===== src/rtl/branch_resolve.sv =====
// branch_resolve
//   EX-stage branch resolution unit. It evaluates conditional branches, JAL
//   and JALR, compares the actual next PC with the IF-stage prediction and,
//   on a mismatch, sends a registered one-cycle redirect pulse to pc_reg.
//   The pulse is followed by FLUSH_CYCLES further cycles of flush_out, which
//   kill the wrong-path instructions in the front end.
//   Two saturating counters record resolved branches and mispredicts.
// Ports
//   clk_in, rst_in          clock (rising edge), async active-low reset
//   rdy_in                  global ready; 0 freezes all state and outputs
//   stall[5:0]              stall[STALL_IDX]=1 blocks accepting a branch
//   valid_in, br_op_in      branch present / operation (0fff cond, 1000 JAL, 1001 JALR)
//   pc_in, rs1_in, rs2_in   instruction PC and operand values
//   imm_in                  sign-extended offset
//   pre_taken_in/_target_in IF-stage prediction
//   branch_*_out, is_jalr_out  registered redirect / BTB-update information
//   flush_out               front-end kill
//   br_cnt_out, miss_cnt_out   saturating performance counters
module branch_resolve #(
  parameter int FLUSH_CYCLES = 2,
  parameter int CNT_W        = 32,
  parameter int STALL_IDX    = 3
) (
  input  logic             clk_in,
  input  logic             rst_in,
  input  logic             rdy_in,
  input  logic [5:0]       stall,
  input  logic             valid_in,
  input  logic [3:0]       br_op_in,
  input  logic [31:0]      pc_in,
  input  logic [31:0]      rs1_in,
  input  logic [31:0]      rs2_in,
  input  logic [31:0]      imm_in,
  input  logic             pre_taken_in,
  input  logic [31:0]      pre_target_in,
  output logic             branch_flag_out,
  output logic [31:0]      branch_target_addr_out,
  output logic [31:0]      branch_pc_out,
  output logic             branch_taken_out,
  output logic             is_jalr_out,
  output logic             flush_out,
  output logic [CNT_W-1:0] br_cnt_out,
  output logic [CNT_W-1:0] miss_cnt_out
);

  localparam int FC_W = (FLUSH_CYCLES < 2) ? 1 : $clog2(FLUSH_CYCLES + 1);
  localparam logic [CNT_W-1:0] CNT_MAX = {CNT_W{1'b1}};
  localparam logic [CNT_W-1:0] CNT_ONE = {{(CNT_W-1){1'b0}}, 1'b1};

  typedef enum logic [1:0] {
    ST_IDLE     = 2'd0,
    ST_REDIRECT = 2'd1,
    ST_FLUSH    = 2'd2
  } state_t;

  state_t            r_state;
  state_t            w_state_nxt;
  logic [FC_W-1:0]   r_flush_cnt;
  logic [FC_W-1:0]   w_flush_cnt_nxt;

  logic [31:0] w_pc_plus4;
  logic [31:0] w_pc_imm;
  logic [31:0] w_jalr_tgt;
  logic [31:0] w_target;
  logic        w_taken;
  logic        w_is_jalr;
  logic [31:0] w_actual_next;
  logic [31:0] w_pred_next;
  logic        w_mispredict;
  logic        w_accept;
  logic        w_stall_unused;

  // Only one stall bit matters to EX; the rest are folded here on purpose.
  assign w_stall_unused = ^stall;

  assign w_pc_plus4    = pc_in + 32'd4;
  assign w_pc_imm      = pc_in + imm_in;
  assign w_jalr_tgt    = (rs1_in + imm_in) & ~32'h0000_0001;
  assign w_is_jalr     = (br_op_in == 4'b1001);
  assign w_actual_next = w_taken ? w_target : w_pc_plus4;
  assign w_pred_next   = pre_taken_in ? pre_target_in : w_pc_plus4;
  assign w_mispredict  = (w_actual_next != w_pred_next);
  // Wrong-path instructions arriving during REDIRECT/FLUSH are never accepted.
  assign w_accept      = valid_in & rdy_in & ~stall[STALL_IDX] & (r_state == ST_IDLE);

  // Branch direction and taken-target decode.
  always_comb begin
    w_taken  = 1'b0;
    w_target = w_pc_imm;
    case (br_op_in)
      4'b0000: w_taken = (rs1_in == rs2_in);
      4'b0001: w_taken = (rs1_in != rs2_in);
      4'b0100: w_taken = ($signed(rs1_in) <  $signed(rs2_in));
      4'b0101: w_taken = ($signed(rs1_in) >= $signed(rs2_in));
      4'b0110: w_taken = (rs1_in <  rs2_in);
      4'b0111: w_taken = (rs1_in >= rs2_in);
      4'b1000: w_taken = 1'b1;
      4'b1001: begin
        w_taken  = 1'b1;
        w_target = w_jalr_tgt;
      end
      default: w_taken = 1'b0;
    endcase
  end

  // Redirect/flush sequencing: next state and flush countdown.
  always_comb begin
    w_state_nxt     = r_state;
    w_flush_cnt_nxt = r_flush_cnt;
    if (rdy_in) begin
      case (r_state)
        ST_IDLE: begin
          if (w_accept && w_mispredict) begin
            w_state_nxt = ST_REDIRECT;
          end else begin
            w_state_nxt = ST_IDLE;
          end
        end
        ST_REDIRECT: begin
          w_state_nxt     = ST_FLUSH;
          w_flush_cnt_nxt = FC_W'(FLUSH_CYCLES);
        end
        ST_FLUSH: begin
          if (r_flush_cnt <= FC_W'(1)) begin
            w_state_nxt     = ST_IDLE;
            w_flush_cnt_nxt = {FC_W{1'b0}};
          end else begin
            w_flush_cnt_nxt = r_flush_cnt - FC_W'(1);
          end
        end
        default: begin
          w_state_nxt     = ST_IDLE;
          w_flush_cnt_nxt = {FC_W{1'b0}};
        end
      endcase
    end else begin
      w_state_nxt     = r_state;
      w_flush_cnt_nxt = r_flush_cnt;
    end
  end

  // FSM state and flush counter registers.
  always_ff @(posedge clk_in or negedge rst_in) begin
    if (!rst_in) begin
      r_state     <= ST_IDLE;
      r_flush_cnt <= {FC_W{1'b0}};
    end else begin
      r_state     <= w_state_nxt;
      r_flush_cnt <= w_flush_cnt_nxt;
    end
  end

  // Registered redirect outputs and saturating performance counters.
  always_ff @(posedge clk_in or negedge rst_in) begin
    if (!rst_in) begin
      branch_flag_out        <= 1'b0;
      flush_out              <= 1'b0;
      branch_target_addr_out <= 32'd0;
      branch_pc_out          <= 32'd0;
      branch_taken_out       <= 1'b0;
      is_jalr_out            <= 1'b0;
      br_cnt_out             <= {CNT_W{1'b0}};
      miss_cnt_out           <= {CNT_W{1'b0}};
    end else if (rdy_in) begin
      branch_flag_out <= w_accept & w_mispredict;
      flush_out       <= (w_state_nxt != ST_IDLE);
      if (w_accept) begin
        branch_target_addr_out <= w_actual_next;
        branch_pc_out          <= pc_in;
        branch_taken_out       <= w_taken;
        is_jalr_out            <= w_is_jalr;
        if (br_cnt_out != CNT_MAX) begin
          br_cnt_out <= br_cnt_out + CNT_ONE;
        end
        if (w_mispredict && (miss_cnt_out != CNT_MAX)) begin
          miss_cnt_out <= miss_cnt_out + CNT_ONE;
        end
      end
    end
  end

endmodule


===== config.mk =====
export PLATFORM = sky130hd
export DESIGN_NAME = branch_resolve
export DESIGN_NICKNAME = d
export VERILOG_FILES = /design/src/rtl/branch_resolve.sv
export SDC_FILE = /design/constraint.sdc
export NUM_CORES = 1
export LEC_CHECK = 0
export ABC_AREA = 1
export BUFFER_PORTS_ARGS = -buffer_cell sky130_fd_sc_hd__clkbuf_2
export CAP_MARGIN = 5
export CORE_ASPECT_RATIO = 0.7
export CORE_MARGIN = 3
export CORE_UTILIZATION = 41
export CTS_CLUSTER_DIAMETER = 30
export CTS_CLUSTER_SIZE = 16
export DETAILED_ROUTE_END_ITERATION = 12
export GPL_ROUTABILITY_DRIVEN = 1
export SYNTH_ARGS = -nofsm -noshare
export SYNTH_HDL_FRONTEND = slang
export SYNTH_SLANG_ARGS = --single-unit

===== constraint.sdc =====
create_clock -name clk_in -period 7.6 [get_ports clk_in]
set_input_delay 0 -clock clk_in [delete_from_list [all_inputs] [get_ports clk_in]]
set_output_delay 0 -clock clk_in [all_outputs]
set_load 0.01 [all_outputs]

; Yosys cells after proc, flatten, opt, wreduce, memory -nomap -nowiden
; Index checks and enable logic that the tools add are counted.
; Widths: inputs -> output; s select.
[op_classes]
add_sub_neg = 6
order_cmp = 5
n_bitwise = 6
n_reduce_logical = 10
n_eq_ne = 14
mux = 10
[op_table]
columns = cell, n
row1 = $mux 32, 3
row2 = $add 32x1->32 const B, 2
row3 = $add 32x32->32, 2
row4 = $ge 32x32->1, 2
row5 = $lt 32x32->1, 2
row6 = $ne 32x32->1, 2
row7 = $ne 32x32->1 const B, 2
row8 = $add 32x3->32 const B, 1
row9 = $eq 32x32->1, 1
row10 = $eq 4x3->1 const B, 4
row11 = $pmux 2 s3, 2
row12 = $eq 4x4->1 const B, 2
row13 = $pmux 1 s7, 1
row14 = $mux 2, 3
row15 = $reduce_and 3->1, 2
row16 = $and 1x1->1, 4
row17 = $eq 4x1->1 const B, 1
row18 = $logic_not 4->1, 1
row19 = $reduce_and 2->1, 2
row20 = $eq 2x1->1 const B, 1
row21 = $eq 2x2->1 const B, 1
row22 = $le 2x1->1 const B, 1
row23 = $logic_and 1x1->1, 2
row24 = $logic_not 2->1, 1
row25 = other kinds (5), 6
[word_totals]
ff_bits = 136
word_cells = 61
inputBits = 175
output_inout_bits = 132

; Depth between registers and ports, before layout
[logic_depth]
ltp_word = 10
ltp_mapped = 33
depth_no_buf = 31

; Worst setup path before layout
; No wires, ideal clock.
[synth_path]
path_kind = register to register
startpoint = reg r_state[0]
endpoint = reg br_cnt_out[30]
synth_period_minus_slack_ns = 2.750
required_ns = 7.475
n_path_buf = 0
t_arrival_ns = 2.625
slack_ns = 4.850
stages_incl_launch_ff = 19
setup_time_ns = 0.125
path_cell_list = dfrtp_1 inv_1 ha_1 nand2_1 inv_2 nand2_2 nor2_2 nand3_2 nor2_2 nand2_1 nor2_1 nand2_1 nor2_2 nand2_1 nor2_2 nand3_1 nor3_2 nand4_1 xnor2_1
[synth_between]
elab_chain_cells = 3
[synth_lines]
columns = item, line_no
row1 = from (decl), 56  ; state_t r_state;
row2 = from (signal assigned), 148  ; r_state <= w_state_nxt;
row3 = $logic_not 2->1, 84  ; assign w_accept = valid_in & rdy_in & ~stall[STALL_IDX] & (r_state == ST_IDLE);
row4 = $and 1x1->1, 84
row5 = $reduce_and 3->1 (no line), --
row6 = to (signal assigned), 162  ; br_cnt_out <= {CNT_W{1'b0}};
row7 = to (signal assigned), 173  ; br_cnt_out <= br_cnt_out + CNT_ONE;
row8 = to (decl), 42  ; output logic [CNT_W-1:0] br_cnt_out,
; Every way passes these cells.
; A chain may end at the register's enable or synchronous reset.

; Worst setup path after layout
[layout_path]
startpoint = in rs1_in[31]
endpoint = reg miss_cnt_out[20]
[layout_between]
elab_chain_cells = 6
word_cells_on_any_way = 13
cone_classes = add/sub: 1 / order compare: 4 / eq/ne: 3 / mux: 3 / reduce/logical: 2
[layout_lines]
columns = item, line_no
row1 = from (decl), 31  ; input logic [31:0] rs1_in,
row2 = "$ge 32x32->1, or another cell as far along", 96  ; 4'b0111: w_taken = (rs1_in >= rs2_in);
row3 = $pmux 1 s7 / $mux 32 (equally long branches), 90  ; case (br_op_in)
row4 = $mux 32 (*), 80  ; assign w_actual_next = w_taken ? w_target : w_pc_plus4;
row5 = $ne 32x32->1 (*), 82  ; assign w_mispredict = (w_actual_next != w_pred_next);
row6 = $logic_and 1x1->1 (*), 175  ; if (w_mispredict && (miss_cnt_out != CNT_MAX)) begin
row7 = $reduce_and 3->1 (no line) (*), --
row8 = to (signal assigned), 163  ; miss_cnt_out <= {CNT_W{1'b0}};
row9 = to (signal assigned), 176  ; miss_cnt_out <= miss_cnt_out + CNT_ONE;
row10 = to (decl), 43  ; output logic [CNT_W-1:0] miss_cnt_out
; Mark *: on every way between the ends. The rest lies on a longest branch, timed or not.

==> metrics.md <==
| Metric | Value |
|---|---|
| Setup TNS | `0 ns` |
| Worst path arrival time | `4.77 ns` |
| Mapped Cells | `2095` |
| Initial antenna violation count | `0` |
| CP required | `7.92 ns` |
| First-pass GRT wire length | `77600 um` |
| Crit. End Element | `flip-flop` |
| 1st-iter DRT viols | `1553` |
| Ratio of cells with drive above 1 in the final layout | `15.3%` |
| Gr ovfl total | `0` |
| Root Driver | `clkbuf_16` |
| Final setup violation count | `0` |
| WS Path Type | `in -> reg` |
| Post-route ant nets | `0` |
| Main synth FF type | `dfrtp_1` |
| Status | `complete, no violations` |
| Die H | `157 um` |
| Final Max Tran Viols | `0` |
| Max_cap viols | `0` |
| Buf/Inv on CP | `2` |
| Synth Area per Inst | `6.38 um^2` |
| CTS tree | `done` |
| Nets | `2687` |
| GR Util All Layers | `28.4%` |
| Worst min path class | `in -> reg` |
| Placer congestion estimate | `1.00` |
| Worst clock skew | `0.00992 ns` |
| Synth area leaders | `dfrtp_1 (25%), nand2_1 (18%), ha_1 (9.4%)` |
| RSZ-0062 raised after global routing | `false` |
| CTS Buffer Depth | `2` |
| Clock-pin slew on the worst setup and hold paths | `0.07 ns` |
| Clk sinks | `136` |
| Fin cells | `2844` |
| Area delta synth->final | `20.7%` |
| Maximum vdd ir drop | `161 uV` |
| Fin. Hold Viols | `0` |
| Die Width | `222 um` |
| Worst-Margin Slew | `1.02 ns` |
| Post-layout util | `51.0%` |
| Tcrit/Tclk final | `58.5%` |
| Row cnt | `54` |
| CP startpoint kind | `primary input` |
| Synth area leader | `dfrtp_1` |
| H-tree depth | `4` |
| Routed WL per cell | `18.0 um` |
| Mapped Area | `13400 um^2` |
| Synth Register Bits | `136` |
| Pleak | `8.51 nW` |
| I/O Buffers | `301` |
| Most common cell after layout, fill and taps aside | `nand2_1` |
| Largest net degree at the start of global routing | `79` |
| Placed cells | `2780` |
| Critical path cell sequence | `clkbuf_2 -> ha_1 -> nand2_1 -> nor2_1 -> nand2_1 -> nor3_2 -> nand2_1 -> nand3_1 -> nand3_1 -> nand2_2 -> nand3_4 -> nand2_1 -> nand2_1 -> nand2_1 -> nand2_1 -> inv_1 -> nand2_1 -> nor2_1 -> nand2_1 -> nor2_1 -> nand2_2 -> nand3_4 -> nand3b_1 -> nand2_1` |
| Cell variety after synth | `44` |
| Core footprint | `31600 um^2` |
| WL final | `51100 um` |
| Vias per cell | `5.32` |
| Full die area | `34800 um^2` |
| Synth warnings | `0` |
| Setup bufs post-CTS | `0` |
| Max_slew headroom | `31.5%` |
| Share of flip-flops with an asynchronous set or reset | `100%` |
| Pwr Density | `194 nW/um^2` |
| Clock Latency Late Sink | `0.44 ns` |
| Resize count post-CTS | `0` |
| Crit-path max cell delay | `0.63 ns` |
| Boundary Pins | `307` |
| Vias in the first global route | `13700` |
| Syn Nets | `2372` |
| Drt first pass iters | `5` |
| Initial Util | `42.3%` |
| CP most frequent cell | `nand2_1` |
| Post-route DRC | `0` |
| CTS Buf Count | `17` |
| Tmin final | `4.44 ns` |
| Slowest cell on crit path | `nand3_4` |
| Crit Path Max Fanout | `62` |
| Yosys top cell area share | `25.5%` |
| Sequential cell area fraction in the yosys report | `25.5%` |
| Via Count | `15100` |
| EDFF count, synth | `0` |
| Max Clock Freq | `225 MHz` |
| DP HPWL | `41700 um` |
| Crit path max-delay family | `simple AND/OR/NAND/NOR gates` |
| Most frequent cells in the layout | `nand2_1 (638), clkbuf_2 (300), inv_1 (255)` |
final timing paths:
check	start	to	cells after the start	slack (ns)
max	rs1_in[31]	miss_cnt_out[20]	24	3.16
min	pc_in[8]	branch_pc_out[8]	3	0.07
max reg2reg	r_state[0]	br_cnt_out[30]	19	3.80
min reg2reg	branch_flag_out	branch_flag_out	2	0.48
max in group asynchronous	rst_in	flush_out	3	6.11
min in group asynchronous	rst_in	branch_pc_out[6]	2	0.20
sequential cells by signal, summed over array words and instances, names as in the netlist, 2 cells and up:
register                flops
r_state                     2
br_cnt_out                 32
branch_pc_out              32
miss_cnt_out               32
r_flush_cnt                 2
branch_target_addr_out     32
tightest hold or removal path: cells and delay by family:
kind / cells / cell delay [ns]
and+or+nand+nor: 2 / 0.31
buffers and inverters: 1 / 0.16
Yosys cell counts, types with 3 or more instances:
library cell,number
nand4_1,31
nor3_2,5
clkbuf_1,25
nor2_2,8
o21ai_0,154
nand3_1,148
a31oi_1,11
or2_2,7
o21ai_1,27
nor4_1,16
xnor2_1,24
nand3b_1,28
dfrtp_1,136
a21o_1,8
inv_1,255
inv_2,3
xor2_1,75
nor3_1,48
nand2_1,639
buf_2,3
o21bai_1,8
o21a_1,8
nor2_1,179
buf_4,10
a21oi_1,111
nand2_2,3
ha_1,100
through the flow:
stage | setup WS, ns | power, W | instance area, um^2 | hold slack, ns
after detailed placement | 2.76 | 0.00227 | 15200 | 0.110
after CTS | 3.20 | 0.00314 | 16100 | 0.0288
final | 3.16 | 0.00313 | 16100 | 0.0733
after global placement | 2.89 | 0.00225 | 15200 | 0.107
after floorplan | 4.85 | 0.00175 | 13400 | -0.296
after global routing | 2.65 | 0.00335 | 16100 | 0.0575
what timing repair did:
| item | CTS | global route |
|---|---|---|
| hold buffers | 31 | 0 |
| setup endpoints to repair | 0 | 0 |
| endpoints found under the hold margin | 110 | 0 |
cells by family (layout without fill, tap and decap cells):
group / Yosys count / count (layout) / share of synthesized area (%)
mux: 2 / 2 / 0.159
simple gates: 1121 / 1121 / 36.0
fa+ha+maj: 102 / 102 / 9.66
xor+xnor: 99 / 99 / 6.49
compound gates: 337 / 337 / 13.4
other cells: 0 / 1 / 0
flops: 136 / 136 / 25.5
buf+inv: 298 / 626 / 8.79
cell type report:
cell class,instances,area (um^2)
antenna,1,2.50
clock buffer,21,460
clock inverter,11,123
fill,3331,15500
inverter,258,968
multi-input combinational,1661,8800
sequential,136,3400
tap,420,526
timing repair buffer,336,1850
report_power, final:
part / internal [W] / total, W / switching, W
logic: 0.000449 / 0.00125 / 0.000797
registers: 0.000911 / 0.00105 / 0.000134
clock network: 0.000500 / 0.000842 / 0.000342
layer usage:
layer	track usage, %	up-vias	wire length [um]
li1	-	7502	-
met1	43.1	6962	25000
met2	41.4	634	20700
met3	6.90	38	4830
met4	4.69	0	629
met5	0	-	0
(Power assumes the default switching activity.)
